<file path="src/rtl/ctrl_pkg.sv">
// Shared encodings for the ID-stage control unit: opcodes, ALUOp classes,
// control-bundle bit positions, FSM states and the opcode decode function.
package ctrl_pkg;

  localparam logic [5:0] OP_RTYPE = 6'b000000;
  localparam logic [5:0] OP_LW    = 6'b100011;
  localparam logic [5:0] OP_SW    = 6'b101011;
  localparam logic [5:0] OP_BEQ   = 6'b000100;
  localparam logic [5:0] OP_BNE   = 6'b000101;
  localparam logic [5:0] OP_ADDI  = 6'b001000;
  localparam logic [5:0] OP_J     = 6'b000010;

  localparam logic [1:0] ALU_ADD   = 2'b00;
  localparam logic [1:0] ALU_SUB   = 2'b01;
  localparam logic [1:0] ALU_RTYPE = 2'b10;

  // Bundle layout; ALUOp is stored at its base 2-bit width and widened at the port.
  localparam int CB_ALUOP    = 0;
  localparam int CB_ALUSRC   = 2;
  localparam int CB_REGDST   = 3;
  localparam int CB_MEMWRITE = 4;
  localparam int CB_MEMREAD  = 5;
  localparam int CB_JUMP     = 6;
  localparam int CB_BRNE     = 7;
  localparam int CB_BRANCH   = 8;
  localparam int CB_MEMTOREG = 9;
  localparam int CB_REGWRITE = 10;
  localparam int CB_W        = 11;

  typedef logic [CB_W-1:0] ctrl_bundle_t;

  typedef struct packed {
    logic         legal;
    ctrl_bundle_t b;
  } dec_t;

  localparam logic [0:0] ST_RUN   = 1'b0;
  localparam logic [0:0] ST_FLUSH = 1'b1;

  function automatic dec_t cu_decode(input logic [5:0] op, input logic has_jump);
    dec_t d;
    d       = '0;
    d.legal = 1'b1;
    case (op)
      OP_RTYPE: begin
        d.b[CB_REGDST]         = 1'b1;
        d.b[CB_ALUOP +: 2]     = ALU_RTYPE;
        d.b[CB_REGWRITE]       = 1'b1;
      end
      OP_LW: begin
        d.b[CB_ALUSRC]         = 1'b1;
        d.b[CB_ALUOP +: 2]     = ALU_ADD;
        d.b[CB_MEMREAD]        = 1'b1;
        d.b[CB_REGWRITE]       = 1'b1;
        d.b[CB_MEMTOREG]       = 1'b1;
      end
      OP_SW: begin
        d.b[CB_ALUSRC]         = 1'b1;
        d.b[CB_MEMWRITE]       = 1'b1;
      end
      OP_BEQ: begin
        d.b[CB_ALUOP +: 2]     = ALU_SUB;
        d.b[CB_BRANCH]         = 1'b1;
      end
      OP_BNE: begin
        d.b[CB_ALUOP +: 2]     = ALU_SUB;
        d.b[CB_BRANCH]         = 1'b1;
        d.b[CB_BRNE]           = 1'b1;
      end
      OP_ADDI: begin
        d.b[CB_ALUSRC]         = 1'b1;
        d.b[CB_REGWRITE]       = 1'b1;
      end
      OP_J: begin
        if (has_jump) d.b[CB_JUMP] = 1'b1;
        else          d.legal      = 1'b0;
      end
      default: d.legal = 1'b0;
    endcase
    return d;
  endfunction

endpackage

</file>
<file path="src/rtl/hazard_detect.sv">
// Load-use hazard compare: a load in EX whose destination feeds the instruction in ID.
module hazard_detect #(
  parameter int REG_ADDR_W = 5
) (
  input  logic                  i_ex_mem_read,
  input  logic [REG_ADDR_W-1:0] i_ex_rt,
  input  logic [REG_ADDR_W-1:0] i_id_rs,
  input  logic [REG_ADDR_W-1:0] i_id_rt,
  output logic                  o_load_use
);

  // $zero never carries a dependency.
  assign o_load_use = i_ex_mem_read && (i_ex_rt != '0) &&
                      ((i_ex_rt == i_id_rs) || (i_ex_rt == i_id_rt));

endmodule

</file>
<file path="src/rtl/pipelined_control_unit.sv">
// MIPS ID-stage control unit: registered ID/EX control bundle, load-use bubble,
// external stall and a RUN/FLUSH sequencer for taken branches and jumps.
module pipelined_control_unit
  import ctrl_pkg::*;
#(
  parameter int OPCODE_W     = 6,
  parameter int REG_ADDR_W   = 5,
  parameter int ALUOP_W      = 2,
  parameter int FLUSH_CYCLES = 1,
  parameter int HAS_JUMP     = 1
) (
  input  logic                  clk,
  input  logic                  rst_n,
  input  logic [OPCODE_W-1:0]   opcode,
  input  logic [REG_ADDR_W-1:0] id_rs,
  input  logic [REG_ADDR_W-1:0] id_rt,
  input  logic [REG_ADDR_W-1:0] ex_rt,
  input  logic                  ex_mem_read,
  input  logic                  branch_taken,
  input  logic                  stall_in,
  output logic                  wb_RegWrite_out,
  output logic                  wb_MemtoReg_out,
  output logic                  m_Branch_out,
  output logic                  m_BranchNe_out,
  output logic                  m_Jump_out,
  output logic                  m_MemRead_out,
  output logic                  m_MemWrite_out,
  output logic                  ex_RegDst_out,
  output logic                  ex_ALUSrc_out,
  output logic [ALUOP_W-1:0]    ex_ALUOp_out,
  output logic                  pc_write,
  output logic                  ifid_write,
  output logic                  ifid_flush,
  output logic                  illegal_op
);

  localparam int         CNT_W    = 3;
  localparam logic [2:0] CNT_INIT = 3'(FLUSH_CYCLES - 1);

  ctrl_bundle_t     r_bundle;
  logic             r_illegal;
  logic [0:0]       r_state;
  logic [CNT_W-1:0] r_cnt;

  dec_t w_dec;
  logic w_hi_ok;
  logic w_legal;
  logic w_load_use;
  logic w_in_flush;
  logic w_lu;
  logic w_zero;

  hazard_detect #(.REG_ADDR_W(REG_ADDR_W)) u_hazard (
    .i_ex_mem_read (ex_mem_read),
    .i_ex_rt       (ex_rt),
    .i_id_rs       (id_rs),
    .i_id_rt       (id_rt),
    .o_load_use    (w_load_use)
  );

  // Opcode bits above the base 6-bit field must be zero to be legal.
  assign w_hi_ok    = ((opcode >> 6) == '0);
  assign w_dec      = cu_decode(opcode[5:0], HAS_JUMP != 0);
  assign w_legal    = w_dec.legal && w_hi_ok;
  assign w_in_flush = (r_state == ST_FLUSH);
  // A taken branch outranks the load-use stall; the ID slot is dead during a flush.
  assign w_lu       = w_load_use && !branch_taken && !w_in_flush;
  // Final flush edge (cnt==0) decodes the refetched instruction normally.
  assign w_zero     = branch_taken || w_lu || (w_in_flush && (r_cnt != '0)) || !w_legal;

  always_ff @(posedge clk or negedge rst_n) begin
    if (!rst_n) begin
      r_bundle  <= '0;
      r_illegal <= 1'b0;
      r_state   <= ST_RUN;
      r_cnt     <= '0;
    end else if (stall_in) begin
      r_illegal <= 1'b0;
    end else begin
      r_bundle  <= w_zero ? '0 : w_dec.b;
      r_illegal <= !w_legal && !branch_taken && !w_lu && !(w_in_flush && (r_cnt != '0));
      if (branch_taken) begin
        r_state <= ST_FLUSH;
        r_cnt   <= CNT_INIT;
      end else if (w_in_flush) begin
        if (r_cnt == '0) r_state <= ST_RUN;
        else             r_cnt   <= r_cnt - 1'b1;
      end
    end
  end

  assign pc_write        = rst_n && !stall_in && !w_lu;
  assign ifid_write      = rst_n && !stall_in && !w_lu;
  assign ifid_flush      = rst_n && !stall_in && w_in_flush;

  assign wb_RegWrite_out = r_bundle[CB_REGWRITE];
  assign wb_MemtoReg_out = r_bundle[CB_MEMTOREG];
  assign m_Branch_out    = r_bundle[CB_BRANCH];
  assign m_BranchNe_out  = r_bundle[CB_BRNE];
  assign m_Jump_out      = r_bundle[CB_JUMP];
  assign m_MemRead_out   = r_bundle[CB_MEMREAD];
  assign m_MemWrite_out  = r_bundle[CB_MEMWRITE];
  assign ex_RegDst_out   = r_bundle[CB_REGDST];
  assign ex_ALUSrc_out   = r_bundle[CB_ALUSRC];
  assign ex_ALUOp_out    = ALUOP_W'(r_bundle[CB_ALUOP +: 2]);
  assign illegal_op      = r_illegal;

endmodule

</file>
<file path="config.mk">
export PLATFORM = sky130hd
export DESIGN_NAME = pipelined_control_unit
export DESIGN_NICKNAME = d
export VERILOG_FILES = /design/src/rtl/ctrl_pkg.sv /design/src/rtl/hazard_detect.sv /design/src/rtl/pipelined_control_unit.sv
export SDC_FILE = /design/constraint.sdc
export NUM_CORES = 1
export LEC_CHECK = 0
export BUFFER_PORTS_ARGS = -buffer_cell sky130_fd_sc_hd__buf_2
export CAP_MARGIN = 25
export CORE_MARGIN = 10
export CORE_UTILIZATION = 43
export CTS_CLUSTER_DIAMETER = 200
export DETAILED_ROUTE_END_ITERATION = 16
export GPL_TIMING_DRIVEN = 0
export PLACE_DENSITY = 0.75
export SYNTH_ARGS = -nofsm -noshare
export SYNTH_HDL_FRONTEND = slang
export SYNTH_SLANG_ARGS = --single-unit
</file>
<file path="constraint.sdc">
create_clock -name clk -period 1.4 [get_ports clk]
set_input_delay 0.07 -clock clk [delete_from_list [all_inputs] [get_ports clk]]
set_output_delay 0.07 -clock clk [all_outputs]
set_load 0.02 [all_outputs]
</file>
# Word level (Yosys, flattened, before mapping)
# Cells that the tools add are included.
[classes]
add_sub_neg = 1
eq_ne = 9
muxes = 18
reduce_logical = 31
n_bitwise = 1
[op_table]
columns = ["op", "n"]
rows = [
  ["$mux 1", 13],
  ["$eq 6x3->1 const B", 2],
  ["$eq 6x6->1 const B", 2],
  ["$logic_and 1x1->1", 11],
  ["$mux 11", 1],
  ["$eq 5x5->1", 2],
  ["$mux 3", 3],
  ["$reduce_or 7->1", 1],
  ["$eq 6x2->1 const B", 1],
  ["$eq 6x4->1 const B", 1],
  ["$logic_not 1->1", 6],
  ["$logic_not 6->1", 1],
  ["$reduce_or 3->1", 2],
  ["$reduce_bool 5->1", 1],
  ["$logic_or 1x1->1", 4],
  ["$pmux 2 s2", 1],
  ["$logic_not 3->1", 1],
  ["$reduce_and 3->1", 1],
  ["$reduce_bool 3->1", 1],
  ["$sub 3x1->3 const B", 1],
  ["$ne 2x2->1 const B", 1],
  ["$reduce_bool 2->1", 1],
  ["$reduce_or 2->1", 1],
  ["$not 1->1", 1],
]
[totals]
regBits = 16
output_inout_bits = 15

# Logic depth before layout (Yosys ltp)
[depth]
word_depth = 9
ltp_mapped = 7
ltp_nobuf = 6

# Cells and area by module
# Synthesis repeated with hierarchy kept, for this count alone.
[hier_totals]
cells_unflattened = 102
area_unflattened_um2 = 907.1
[by_module_without_submodules]
columns = ["module", "seq_area_each_um2", "n_inst", "cells_each", "area_per_inst_um2"]
rows = [
  ["pipelined_control_unit", 375.4, 1, 85, 782.0],
  ["hazard_detect", 0.0, 1, 17, 125.1],
]

# Worst setup path before layout
# Ideal clock, no wire load.
[synth_timing]
path_kind = "reg2reg"
startpoint = "register r_cnt[0]"
endpoint = "register r_bundle[10]"
stages_incl_launch_ff = 7
t_arrival_ns = 1.438
setup_time_ns = 0.076
setup_slack_ns = -0.114
cell_sequence = "dfrtp_1 > inv_1 > ha_1 > nand2b_1 > a2111oi_4 > a32oi_1 > o21ai_1"
[synth_between]
elab_chain_cells = 5
[synth_rtl]
columns = ["element", "line", "source"]
rows = [
  ["start, declared", "pipelined_control_unit.sv:43", "logic [CNT_W-1:0] r_cnt;"],
  ["start signal, assigned", "pipelined_control_unit.sv:87", "else r_cnt <= r_cnt - 1'b1;"],
  ["$reduce_bool 3->1", "pipelined_control_unit.sv:69", "assign w_zero = branch_taken || w_lu || (w_in_flush && (r_cnt != '0)) || !w_legal;"],
  ["$logic_and 1x1->1", "pipelined_control_unit.sv:69", ""],
  ["$logic_or 1x1->1 (2 in series)", "pipelined_control_unit.sv:69", ""],
  ["$mux 11", "pipelined_control_unit.sv:80", "r_bundle <= w_zero ? '0 : w_dec.b;"],
  ["end signal, assigned", "pipelined_control_unit.sv:80", ""],
  ["end, declared", "pipelined_control_unit.sv:40", "ctrl_bundle_t r_bundle;"],
]
# Every way passes these cells.
# A chain may end at the register's enable or synchronous reset.

# Worst setup path after layout
[layout_timing]
startpoint = "register r_state"
endpoint = "output port pc_write"
[layout_between]
elab_chain_cells = 4
[layout_rtl]
columns = ["element", "line", "source"]
rows = [
  ["start, declared", "pipelined_control_unit.sv:42", "logic [0:0] r_state;"],
  ["start signal, assigned", "pipelined_control_unit.sv:75", "r_state <= ST_RUN;"],
  ["start signal, assigned", "pipelined_control_unit.sv:83", "r_state <= ST_FLUSH;"],
  ["start signal, assigned", "pipelined_control_unit.sv:86", "if (r_cnt == '0) r_state <= ST_RUN;"],
  ["$logic_not 1->1", "pipelined_control_unit.sv:67", "assign w_lu = w_load_use && !branch_taken && !w_in_flush;"],
  ["$logic_and 1x1->1", "pipelined_control_unit.sv:67", ""],
  ["$logic_not 1->1", "pipelined_control_unit.sv:92", "assign pc_write = rst_n && !stall_in && !w_lu;"],
  ["$logic_and 1x1->1", "pipelined_control_unit.sv:92", ""],
  ["end, declared", "pipelined_control_unit.sv:31", "output logic pc_write,"],
]
# Every way passes these cells.

==> run summary <==
status -> finished with violations
failing checks -> setup timing
die width -> 69.1 um
maximum clock frequency -> 0.653 GHz
Setup crit start kind -> flip-flop
largest cells by area after synthesis -> dfrtp_1 36%, xnor2_1 8.4%, o21ai_1 6.3%
Hold Slack -> 28.2 ps
TritonCTS clock tree -> yes
fin crit period -> 1530 ps
mapped cell area -> 0.00104 mm2
dpl cell area -> 0.00128 mm2
via count -> 1108
normalized max-slew margin -> 53.4%
root buffer cell -> clkbuf_4
clk_lat worst skew -> 290 ps
post-synthesis async set-or-reset flop share -> 100%
gr ovfl total -> 0
number of global-route vias before repair -> 1144
Pint -> 1.18 mW
most used cell, CP -> buf_6
fin nets -> 202
Slew @ Worst Pin -> 697 ps
H-tree Lvls -> 1
maximum buffer depth of the clock tree -> 2
Synth Area per Inst -> 9.11 um2
share of layout cells above drive strength 1 -> 48.6%
Sw Ratio -> 38.5%
cell family with most CP delay -> flip-flops
CTS clock-pin slew for the worst setup and hold paths -> 100 ps
worst path bufs/invs -> 4
Final Hold Viols -> 0
Max IR drop VDD -> 1.09 mV
ANT nets after route -> 0
WL/cell -> 16.4 um
Synth top cells by count -> 15 x dfrtp_1, 13 x o21ai_1, 12 x nand2_1
core area -> 0.00225 mm2
DP Worst Slack -> -234 ps
first-pass GRT wire length -> 5150 um
Leak -> 0.715 nW
Sink Count -> 15
Pwr Density -> 1240 mW/mm2
post-synthesis register bit count -> 15
total of max-cap violations -> 0
Design Area, Final -> 0.00154 mm2
PortBufs -> 39
top-level I/O count -> 41
DP Cell Count -> 181
Detailed Place HPWL -> 2400 um
CP max FO -> 2
sequential share of power -> 28.6%
Crit Path Category -> flip-flop to output pin
Final WS setup -> -130 ps
critical path's largest stage delay -> 440 ps
Fill cells -> 182
worst clock skew -> 8.51 ps
Layout area overhead -> 48.6%
antenna violations before repair -> 0
CTS buffer count -> 3
final setup fails -> 12
Critical Path AT -> 1460 ps
Antenna diodes -> 0
Yosys warnings -> 0
Syn Inst Count -> 114
First-pass DRT Iterations -> 4
Yosys cell types -> 36
sequential cell area -> 377 um2
RSZ-0062 raised after global routing -> yes
Routed WL -> 3300 um
cell taking the most area after synthesis -> dfrtp_1
top cell type's share of synthesized area -> 36.1%
multi-input logic area -> 666 um2
worst path cell trace -> nor3b_2 > o21ai_2 > buf_6 > inv_4 > a21oi_4 > buf_6 > buf_6
Site Rows -> 17
Final Max Slew Viols -> 0
slowest CP cell -> dfrtp_2
Required @ worst endpoint -> 1330 ps
Via density -> 5.51
Main synth FF type -> dfrtp_1
Die Y -> 69.1 um
largest net degree at the start of global routing -> 16
non-filler cells, final -> 201
EDFF count, synth -> 0
Starting DRT DRC Count -> 56
fin crit share -> 109%
initial core utilization -> 46.1%
Psw -> 0.738 mW
Synthesized Nets -> 142
Hold WC Path Type -> primary input to flip-flop
register area share after synthesis -> 36.1%
GPL Wtd Cong -> 0.864
die area -> 0.00478 mm2
GRT Total Usage -> 12.4%
clock power share -> 13.5%
Residual DRC -> 0
post-route setup TNS -> -795 ps
CP endpoint kind -> output pin
combinational fraction of design power -> 57.9%
top-count cell post-synth -> dfrtp_1
## final timing paths
check	slack, ps	to	cells after the start	start
setup reg to reg	-90	r_bundle[10]	7	r_state
hold reg to reg	510	r_bundle[2]	2	r_bundle[2]
hold / removal	30	r_cnt[2]	2	branch_taken
min in group asynchronous	380	r_cnt[1]	2	rst_n
setup / recovery	-130	pc_write	7	r_state
max in group asynchronous	540	r_state	2	rst_n
## final cells by class
cell class | count | share of cell area, %
buffer | 7 | 3.97
clock buffer | 3 | 1.46
clock inverter | 1 | 0.324
inverter | 5 | 1.38
multi-input combinational | 86 | 43.1
sequential | 15 | 24.4
tap | 28 | 2.27
timing repair buffer | 56 | 23.0
## flip-flops by register name, summed over array words and instances, names as in the netlist
name	cells
r_bundle	10
r_cnt	3
illegal_op	1
r_state	1
## what timing repair did
action,in CTS,in global routing
hold buffers,1,0
pin swaps,5,6
hold endpoints to repair,15,0
setup endpoints to repair,14,15
cloned,0,2
setup buffers,10,4
resized for setup,13,12
## placed cells by master (no fill, tap or decap), drive strengths merged, types with 2 or more instances in the layout
| master | n |
|---|---|
| a2111oi | 2 |
| a21oi | 5 |
| a22oi | 2 |
| a32oi | 7 |
| buf | 61 |
| clkbuf | 4 |
| dfrtp | 15 |
| ha | 2 |
| inv | 5 |
| mux2i | 2 |
| nand2 | 12 |
| nand2b | 2 |
| nand3 | 5 |
| nor2 | 7 |
| o21ai | 17 |
| or3 | 2 |
| xnor2 | 10 |
## through the flow
| stage | util [%] | power (mW) |
|---|---|---|
| finish | 68.4 | 1.92 |
| global route | 68.4 | 2.04 |
| CTS | 64.0 | 1.70 |
| detailed placement | 57.0 | 1.21 |
| global placement | 57.0 | 1.16 |
| floorplan | - | 1.02 |
## power by group through the flow
stage / clock (mW) / sequential, mW / combinational (mW)
after global placement: 0 / 0.544 / 0.618
final: 0.259 / 0.549 / 1.11
after floorplan: 0 / 0.558 / 0.461
after CTS: 0.260 / 0.547 / 0.893
after global routing: 0.287 / 0.556 / 1.20
after detailed placement: 0 / 0.550 / 0.663
## cell families after synthesis
logic type      synth area share [%]
fa+ha+maj                       2.41
xor+xnor                        8.43
compound gates                  27.3
simple gates                    16.6
flops                           36.1
mux                             1.93
buf+inv                         7.11
## routing by layer
| layer | up-vias | global-route usage [%] | routed length [um] |
|---|---|---|---|
| met5 | - | 0 | 0 |
| met4 | 0 | 3.33 | 4 |
| met3 | 2 | 3.71 | 189 |
| met2 | 34 | 22.1 | 1750 |
| met1 | 540 | 13.8 | 1350 |
| li1 | 532 | - | - |
## worst reg2reg max path, delay by kind of cell, from the launching register on
family,cells,cell delay (ps)
flip-flops,1,440
buffers and inverters,3,400
AO/OA/AOI/OAI,3,360
AND/OR/NAND/NOR,1,180
(Power assumes the default switching activity.)
